$ cat src/rtl/seg7_reader_if.sv
// Segment bus and monitor outputs of the seven-segment reader.
// The display side drives seg_in; the reader returns decoded digits and error status.
interface seg7_reader_if;
    logic [6:0] seg_in;
    logic [3:0] digit;
    logic       digit_valid;
    logic       pattern_err;
    logic       seq_err;
    logic       locked;
    logic [7:0] err_count;

    modport master (
        output seg_in,
        input  digit, digit_valid, pattern_err, seq_err, locked, err_count
    );

    modport slave (
        input  seg_in,
        output digit, digit_valid, pattern_err, seq_err, locked, err_count
    );
endinterface

$ cat src/rtl/seg7_reader.sv
// Seven-segment pattern reader: debounces the segment bus, decodes settled patterns
// to hex digits and checks that digits count up by one modulo 16.
module seg7_reader #(
    parameter int STABLE_CYCLES = 4
) (
    input  logic          clk,
    input  logic          rst,
    seg7_reader_if.slave  bus
);

    localparam int CNT_W = (STABLE_CYCLES > 1) ? $clog2(STABLE_CYCLES) : 1;
    localparam logic [CNT_W-1:0] CNT_MAX = CNT_W'(STABLE_CYCLES - 1);

    localparam logic [0:0] ST_IDLE  = 1'b0;
    localparam logic [0:0] ST_TRACK = 1'b1;

    // Returns {valid, blank, digit}; an all-zero result means an invalid pattern.
    function automatic logic [5:0] decode_seg(input logic [6:0] p);
        logic [5:0] r;
        case (p)
            7'h3F: r = 6'b10_0000;
            7'h06: r = 6'b10_0001;
            7'h5B: r = 6'b10_0010;
            7'h4F: r = 6'b10_0011;
            7'h66: r = 6'b10_0100;
            7'h6D: r = 6'b10_0101;
            7'h7D: r = 6'b10_0110;
            7'h07: r = 6'b10_0111;
            7'h7F: r = 6'b10_1000;
            7'h6F: r = 6'b10_1001;
            7'h77: r = 6'b10_1010;
            7'h7C: r = 6'b10_1011;
            7'h39: r = 6'b10_1100;
            7'h5E: r = 6'b10_1101;
            7'h79: r = 6'b10_1110;
            7'h71: r = 6'b10_1111;
            7'h00: r = 6'b01_0000;
            default: r = 6'b00_0000;
        endcase
        return r;
    endfunction

    function automatic logic [7:0] sat_inc8(input logic [7:0] v);
        return (v == 8'hFF) ? v : v + 8'd1;
    endfunction

    logic [6:0]       seg_q, seg_d;
    logic [CNT_W-1:0] stab_cnt_q, stab_cnt_d;
    logic [6:0]       last_pat_q, last_pat_d;
    logic             last_vld_q, last_vld_d;
    logic [0:0]       state_q, state_d;
    logic [3:0]       digit_q, digit_d;
    logic             digit_valid_q, digit_valid_d;
    logic             pattern_err_q, pattern_err_d;
    logic             seq_err_q, seq_err_d;
    logic             locked_q, locked_d;
    logic [7:0]       err_count_q, err_count_d;

    logic       same;
    logic       accept;
    logic [5:0] dec;
    logic       dec_valid;
    logic       dec_blank;
    logic [3:0] dec_digit;

    always_comb begin
        seg_d         = bus.seg_in;
        stab_cnt_d    = stab_cnt_q;
        last_pat_d    = last_pat_q;
        last_vld_d    = last_vld_q;
        state_d       = state_q;
        digit_d       = digit_q;
        digit_valid_d = 1'b0;
        pattern_err_d = 1'b0;
        seq_err_d     = 1'b0;
        locked_d      = locked_q;
        err_count_d   = err_count_q;

        same      = (bus.seg_in == seg_q);
        dec       = decode_seg(seg_q);
        dec_valid = dec[5];
        dec_blank = dec[4];
        dec_digit = dec[3:0];

        if (!same) begin
            stab_cnt_d = '0;
        end else if (stab_cnt_q != CNT_MAX) begin
            stab_cnt_d = stab_cnt_q + 1'b1;
        end

        // Re-accepting the previous pattern is suppressed, so a glitch that returns
        // to the displayed value reports nothing.
        accept = same && (stab_cnt_q == CNT_MAX) && (!last_vld_q || (seg_q != last_pat_q));

        if (accept) begin
            last_pat_d = seg_q;
            last_vld_d = 1'b1;
            if (dec_blank) begin
                locked_d = 1'b0;
                state_d  = ST_IDLE;
            end else if (!dec_valid) begin
                pattern_err_d = 1'b1;
                locked_d      = 1'b0;
                state_d       = ST_IDLE;
                err_count_d   = sat_inc8(err_count_q);
            end else begin
                digit_d       = dec_digit;
                digit_valid_d = 1'b1;
                if (state_q == ST_IDLE) begin
                    state_d  = ST_TRACK;
                    locked_d = 1'b0;
                end else if (dec_digit == digit_q + 4'd1) begin
                    locked_d = 1'b1;
                end else begin
                    seq_err_d   = 1'b1;
                    locked_d    = 1'b0;
                    err_count_d = sat_inc8(err_count_q);
                end
            end
        end
    end

    always_ff @(posedge clk) begin
        if (rst) begin
            seg_q         <= '0;
            stab_cnt_q    <= '0;
            last_pat_q    <= '0;
            last_vld_q    <= 1'b0;
            state_q       <= ST_IDLE;
            digit_q       <= '0;
            digit_valid_q <= 1'b0;
            pattern_err_q <= 1'b0;
            seq_err_q     <= 1'b0;
            locked_q      <= 1'b0;
            err_count_q   <= '0;
        end else begin
            seg_q         <= seg_d;
            stab_cnt_q    <= stab_cnt_d;
            last_pat_q    <= last_pat_d;
            last_vld_q    <= last_vld_d;
            state_q       <= state_d;
            digit_q       <= digit_d;
            digit_valid_q <= digit_valid_d;
            pattern_err_q <= pattern_err_d;
            seq_err_q     <= seq_err_d;
            locked_q      <= locked_d;
            err_count_q   <= err_count_d;
        end
    end

    assign bus.digit       = digit_q;
    assign bus.digit_valid = digit_valid_q;
    assign bus.pattern_err = pattern_err_q;
    assign bus.seq_err     = seq_err_q;
    assign bus.locked      = locked_q;
    assign bus.err_count   = err_count_q;

endmodule

$ cat src/flat_wrapper.sv
// flat-port wrapper written by rule: the top's interface ports become plain ports
module seg7_reader_flat 
#(
    parameter int STABLE_CYCLES = 4
)
  (clk, rst, bus_seg_in, bus_digit, bus_digit_valid, bus_pattern_err, bus_seq_err, bus_locked, bus_err_count);
  seg7_reader_if bus_i ();
  input  logic clk;
  input  logic rst;
  input wire logic [$bits(bus_i.seg_in)-1:0] bus_seg_in;
  output wire logic [$bits(bus_i.digit)-1:0] bus_digit;
  output wire logic [$bits(bus_i.digit_valid)-1:0] bus_digit_valid;
  output wire logic [$bits(bus_i.pattern_err)-1:0] bus_pattern_err;
  output wire logic [$bits(bus_i.seq_err)-1:0] bus_seq_err;
  output wire logic [$bits(bus_i.locked)-1:0] bus_locked;
  output wire logic [$bits(bus_i.err_count)-1:0] bus_err_count;
  assign bus_i.seg_in = bus_seg_in;
  assign bus_digit = bus_i.digit;
  assign bus_digit_valid = bus_i.digit_valid;
  assign bus_pattern_err = bus_i.pattern_err;
  assign bus_seq_err = bus_i.seq_err;
  assign bus_locked = bus_i.locked;
  assign bus_err_count = bus_i.err_count;
  seg7_reader #(.STABLE_CYCLES(STABLE_CYCLES)) u_core (.clk(clk), .rst(rst), .bus(bus_i));
endmodule
$ cat config.mk
export PLATFORM = sky130hd
export DESIGN_NAME = seg7_reader_flat
export DESIGN_NICKNAME = d
export VERILOG_FILES = /design/src/rtl/seg7_reader_if.sv /design/src/rtl/seg7_reader.sv /design/src/flat_wrapper.sv
export SDC_FILE = /design/constraint.sdc
export NUM_CORES = 1
export LEC_CHECK = 0
export ABC_AREA = 1
export BUFFER_PORTS_ARGS = -buffer_cell sky130_fd_sc_hd__buf_2
export CORE_AREA = 2 2 77 79
export DETAILED_ROUTE_END_ITERATION = 8
export DIE_AREA = 0 0 79 81
export REMOVE_ABC_BUFFERS = 1
export SLEW_MARGIN = 15
export SYNTH_ARGS = -nofsm -noshare
export SYNTH_HDL_FRONTEND = slang
export SYNTH_SLANG_ARGS = --single-unit
$ cat constraint.sdc
create_clock -name clk -period 1.9 [get_ports clk]
set_clock_uncertainty 0.2 [all_clocks]
set_input_delay 0.19 -clock clk [delete_from_list [all_inputs] [get_ports clk]]
set_output_delay 0.19 -clock clk [all_outputs]
set_load 0.005 [all_outputs]
==> impl_metrics.py <==
metrics = {
    "placement": {
        "port_buffers": 24,
        "dp.cells": 471,
        "place.gp.congestion": 0.848,
        "dp.final_hpwl_um": 3930,
    },
    "global_route": {
        "grt_use_total": 0.193,
        "antenna_found_initial": 0,
        "grt_max_degree": 19,
        "grt-ovfl-total": 0,
        "grt_pass1_vias": 2218,
        "grt_pass1_wl_um": 9790,
    },
    "final_layout": {
        "layout_common_cells": "nand2_1 (75), buf_4 (49), inv_1 (38)",
        "insertedDiodeCount": 0,
        "fin_cells": 502,
        "final_util": 0.575,
        "drive_gt1_frac": 0.400,
        "fin_nets": 438,
        "final_common_cell": "nand2_1",
        "area_delta_synth_final_pct": 51.0,
        "n_fill_cell": 527,
    },
    "detailed_routing": {
        "wl_um": 5980,
        "drtIter0Drc": 101,
        "dr.pass1.iters": 4,
        "wire_per_inst_um": 11.9,
        "num_vias": 2395,
        "viasPerCell": 4.77,
        "drtAntennaViolNets": 0,
        "drc": 0,
    },
    "power": {
        "p_leak_uw": 0.00160,
        "p_per_area_nw_per_um2": 506,
        "vdd_ir_drop_max_mv": 0.276,
    },
    "sta": {
        "period_share": 1.09,
        "period_needed_ns": 2.07,
        "worst_slew_pin_slew_ns": 0.563,
        "timing.final.max_slew_violations": 0,
        "rsz0062_at_grt": "yes",
        "setup_tns_ns": -2.13,
        "fin_ws_ns": -0.167,
        "max_clock_freq_ghz": 0.484,
        "maxSlewHeadroom": 0.624,
        "setup_viol": 26,
        "finalHoldViolations": 0,
    },
    "worst_setup_path": {
        "endpoint_kind": "register",
        "cpMostUsedCell": "buf_4",
        "start_kind": "register",
        "crit_start": "u_core.seg_q[1]$_SDFF_PP0_",
        "critical-path-slowest-cell": "dfxtp_4",
        "crit_chain": "buf_6 > nand2_2 > nand4_1 > nor2_2 > buf_4 > buf_4 > buf_4 > buf_4 > buf_4 > buf_4 > buf_4 > nand3_1 > a21oi_1",
        "critPathTopFamily": "buffers and inverters",
        "crit_required_ns": 1.88,
        "critPathArrivalTime_ns": 2.05,
        "reg2reg_from": "u_core.seg_q[1]$_SDFF_PP0_",
        "critical_path_class": "register to register",
        "max_stage_delay_ns": 0.44,
        "crit_buf_inv": 8,
        "crit_fanout": 5,
    },
    "clock_network": {
        "cts_max_path_buffers": 2,
        "clkLatencyLatePin_ns": 0.29,
        "numClockSinks": 34,
        "clk_pin_slew_ns": 0.07,
        "cts_tree": "done",
        "cts_root_buf": "clkbuf_8",
        "cts_htree_levels": 2,
        "cts_buffers": 5,
    },
    "yosys": {
        "ys_warn_count": 0,
        "ys_types": 30,
        "synthTopCellsByArea": "dfxtp_1 (31%), nand2_1 (16%), nor2_1 (8.9%), inv_1 (6.9%), nand3_1 (4.2%)",
        "syn_area_per_cell_um2": 6.34,
        "seq_area_frac_synth": 0.315,
        "synth_area_leader_cell": "dfxtp_1",
        "syn_inst": 341,
        "ys_ff_latch": 34,
        "synth_top_area_share": 0.315,
        "syn_area_um2": 2160,
    },
    "die": {
        "die_y_um": 81,
        "dieArea_um2": 6400,
        "initial_utilization": 0.381,
        "pin_count": 25,
        "die_w_um": 79,
        "coreArea_um2": 5680,
        "fp-row-count": 28,
    },
    "min_path": {
        "hold_class": "input port to register",
        "min_from": "rst",
    },
    "run_status": {
        "violations": "setup timing",
        "status": "finished with violations",
    },
    "flow_run": {
        "maxCapViolations": 0,
    },
}
sequential cells by signal, indices dropped and copies added (netlist names), 2 cells and up:
signal	count
u_core.seg_q	7
u_core.last_pat_q	7
u_core.bus.digit	4
u_core.bus.err_count	8
u_core.stab_cnt_q	2
worst min-delay path, delay by kind of cell:
kind                   cells  cell delay (ns)
buffers and inverters      2             0.32
AND/OR/NAND/NOR            1             0.07
per-layer routing:
layer	part of all wire	GRT usage
met5	0	0
met4	0.023	0.0793
met3	0.038	0.0367
met2	0.50	0.334
met1	0.44	0.235
cells in the mapped netlist:
library cell	n
a211oi_1	1
nor2_2	11
ha_1	3
nand3_1	18
nor3_1	3
clkbuf_4	1
clkbuf_1	2
nand3b_1	2
nand3_2	1
a31oi_1	2
nor3b_1	1
buf_2	4
dfxtp_1	34
nand4_1	10
xor2_1	4
nor2_4	3
inv_1	40
o21a_1	1
nand4_4	2
nand2_1	92
inv_2	7
a21oi_1	12
nor4_1	4
buf_4	1
o21ai_1	1
nand2_2	11
nor2_1	51
xnor2_1	6
and2_4	1
o21ai_0	12
kinds of logic (layout without fill, tap and decap cells):
kind of cell / after synthesis / count (layout) / synth area share
flip-flops: 34 / 34 / 0.315
adder cells (fa/ha/maj): 3 / 3 / 0.0174
buffers and inverters: 55 / 141 / 0.101
XOR/XNOR: 10 / 10 / 0.0405
AO/OA/AOI/OAI: 29 / 29 / 0.0706
AND/OR/NAND/NOR: 210 / 210 / 0.455
cell type report:
cell class / instances / area (um^2) / area share
clock buffer: 5 / 68.8 / 0.0211
tap: 75 / 93.8 / 0.0287
inverter: 47 / 189 / 0.0579
clock inverter: 3 / 45.0 / 0.0138
timing repair buffer: 86 / 634 / 0.194
sequential: 34 / 707 / 0.216
multi-input combinational: 252 / 1530 / 0.468
power by group:
| group | switching (uW) | total (uW) | internal, uW |
|---|---|---|---|
| Sequential | 26.3 | 743 | 717 |
| Combinational | 113 | 221 | 108 |
| Clock | 298 | 689 | 390 |
| Total | 437 | 1650 | 1220 |
final timing paths:
| path | to | slack (ns) | depth (start not counted) |
|---|---|---|---|
| worst max-delay path | u_core.stab_cnt_q[1]$_SDFFE_PP0P_ | -0.17 | 13 |
| worst min-delay path | u_core.seg_q[5]$_SDFF_PP0_ | 0.13 | 3 |
| worst max register to register | u_core.stab_cnt_q[1]$_SDFFE_PP0P_ | -0.17 | 13 |
| worst min register to register | u_core.stab_cnt_q[1]$_SDFFE_PP0P_ | 0.27 | 2 |
through the flow:
step | worst slack, ns | cell area (um^2) | total power [uW] | hold slack (ns)
after floorplan | -0.0368 | 2120 | 827 | 0.0591
after global placement | -0.317 | 2640 | 910 | 0.215
after detailed placement | -0.282 | 2640 | 910 | 0.222
after CTS | -0.0943 | 3120 | 1640 | 0.119
after global routing | -0.310 | 3270 | 1720 | 0.147
final | -0.167 | 3270 | 1650 | 0.125
timing repair:
item | CTS | global route
endpoints found under the hold margin | 7 | 0
pin swaps | 14 | 19
resized for setup | 60 | 32
hold buffers | 7 | 0
setup buffers | 13 | 3
setup endpoints to repair | 24 | 26
No activity file was read; power rests on OpenSTA's default activity.
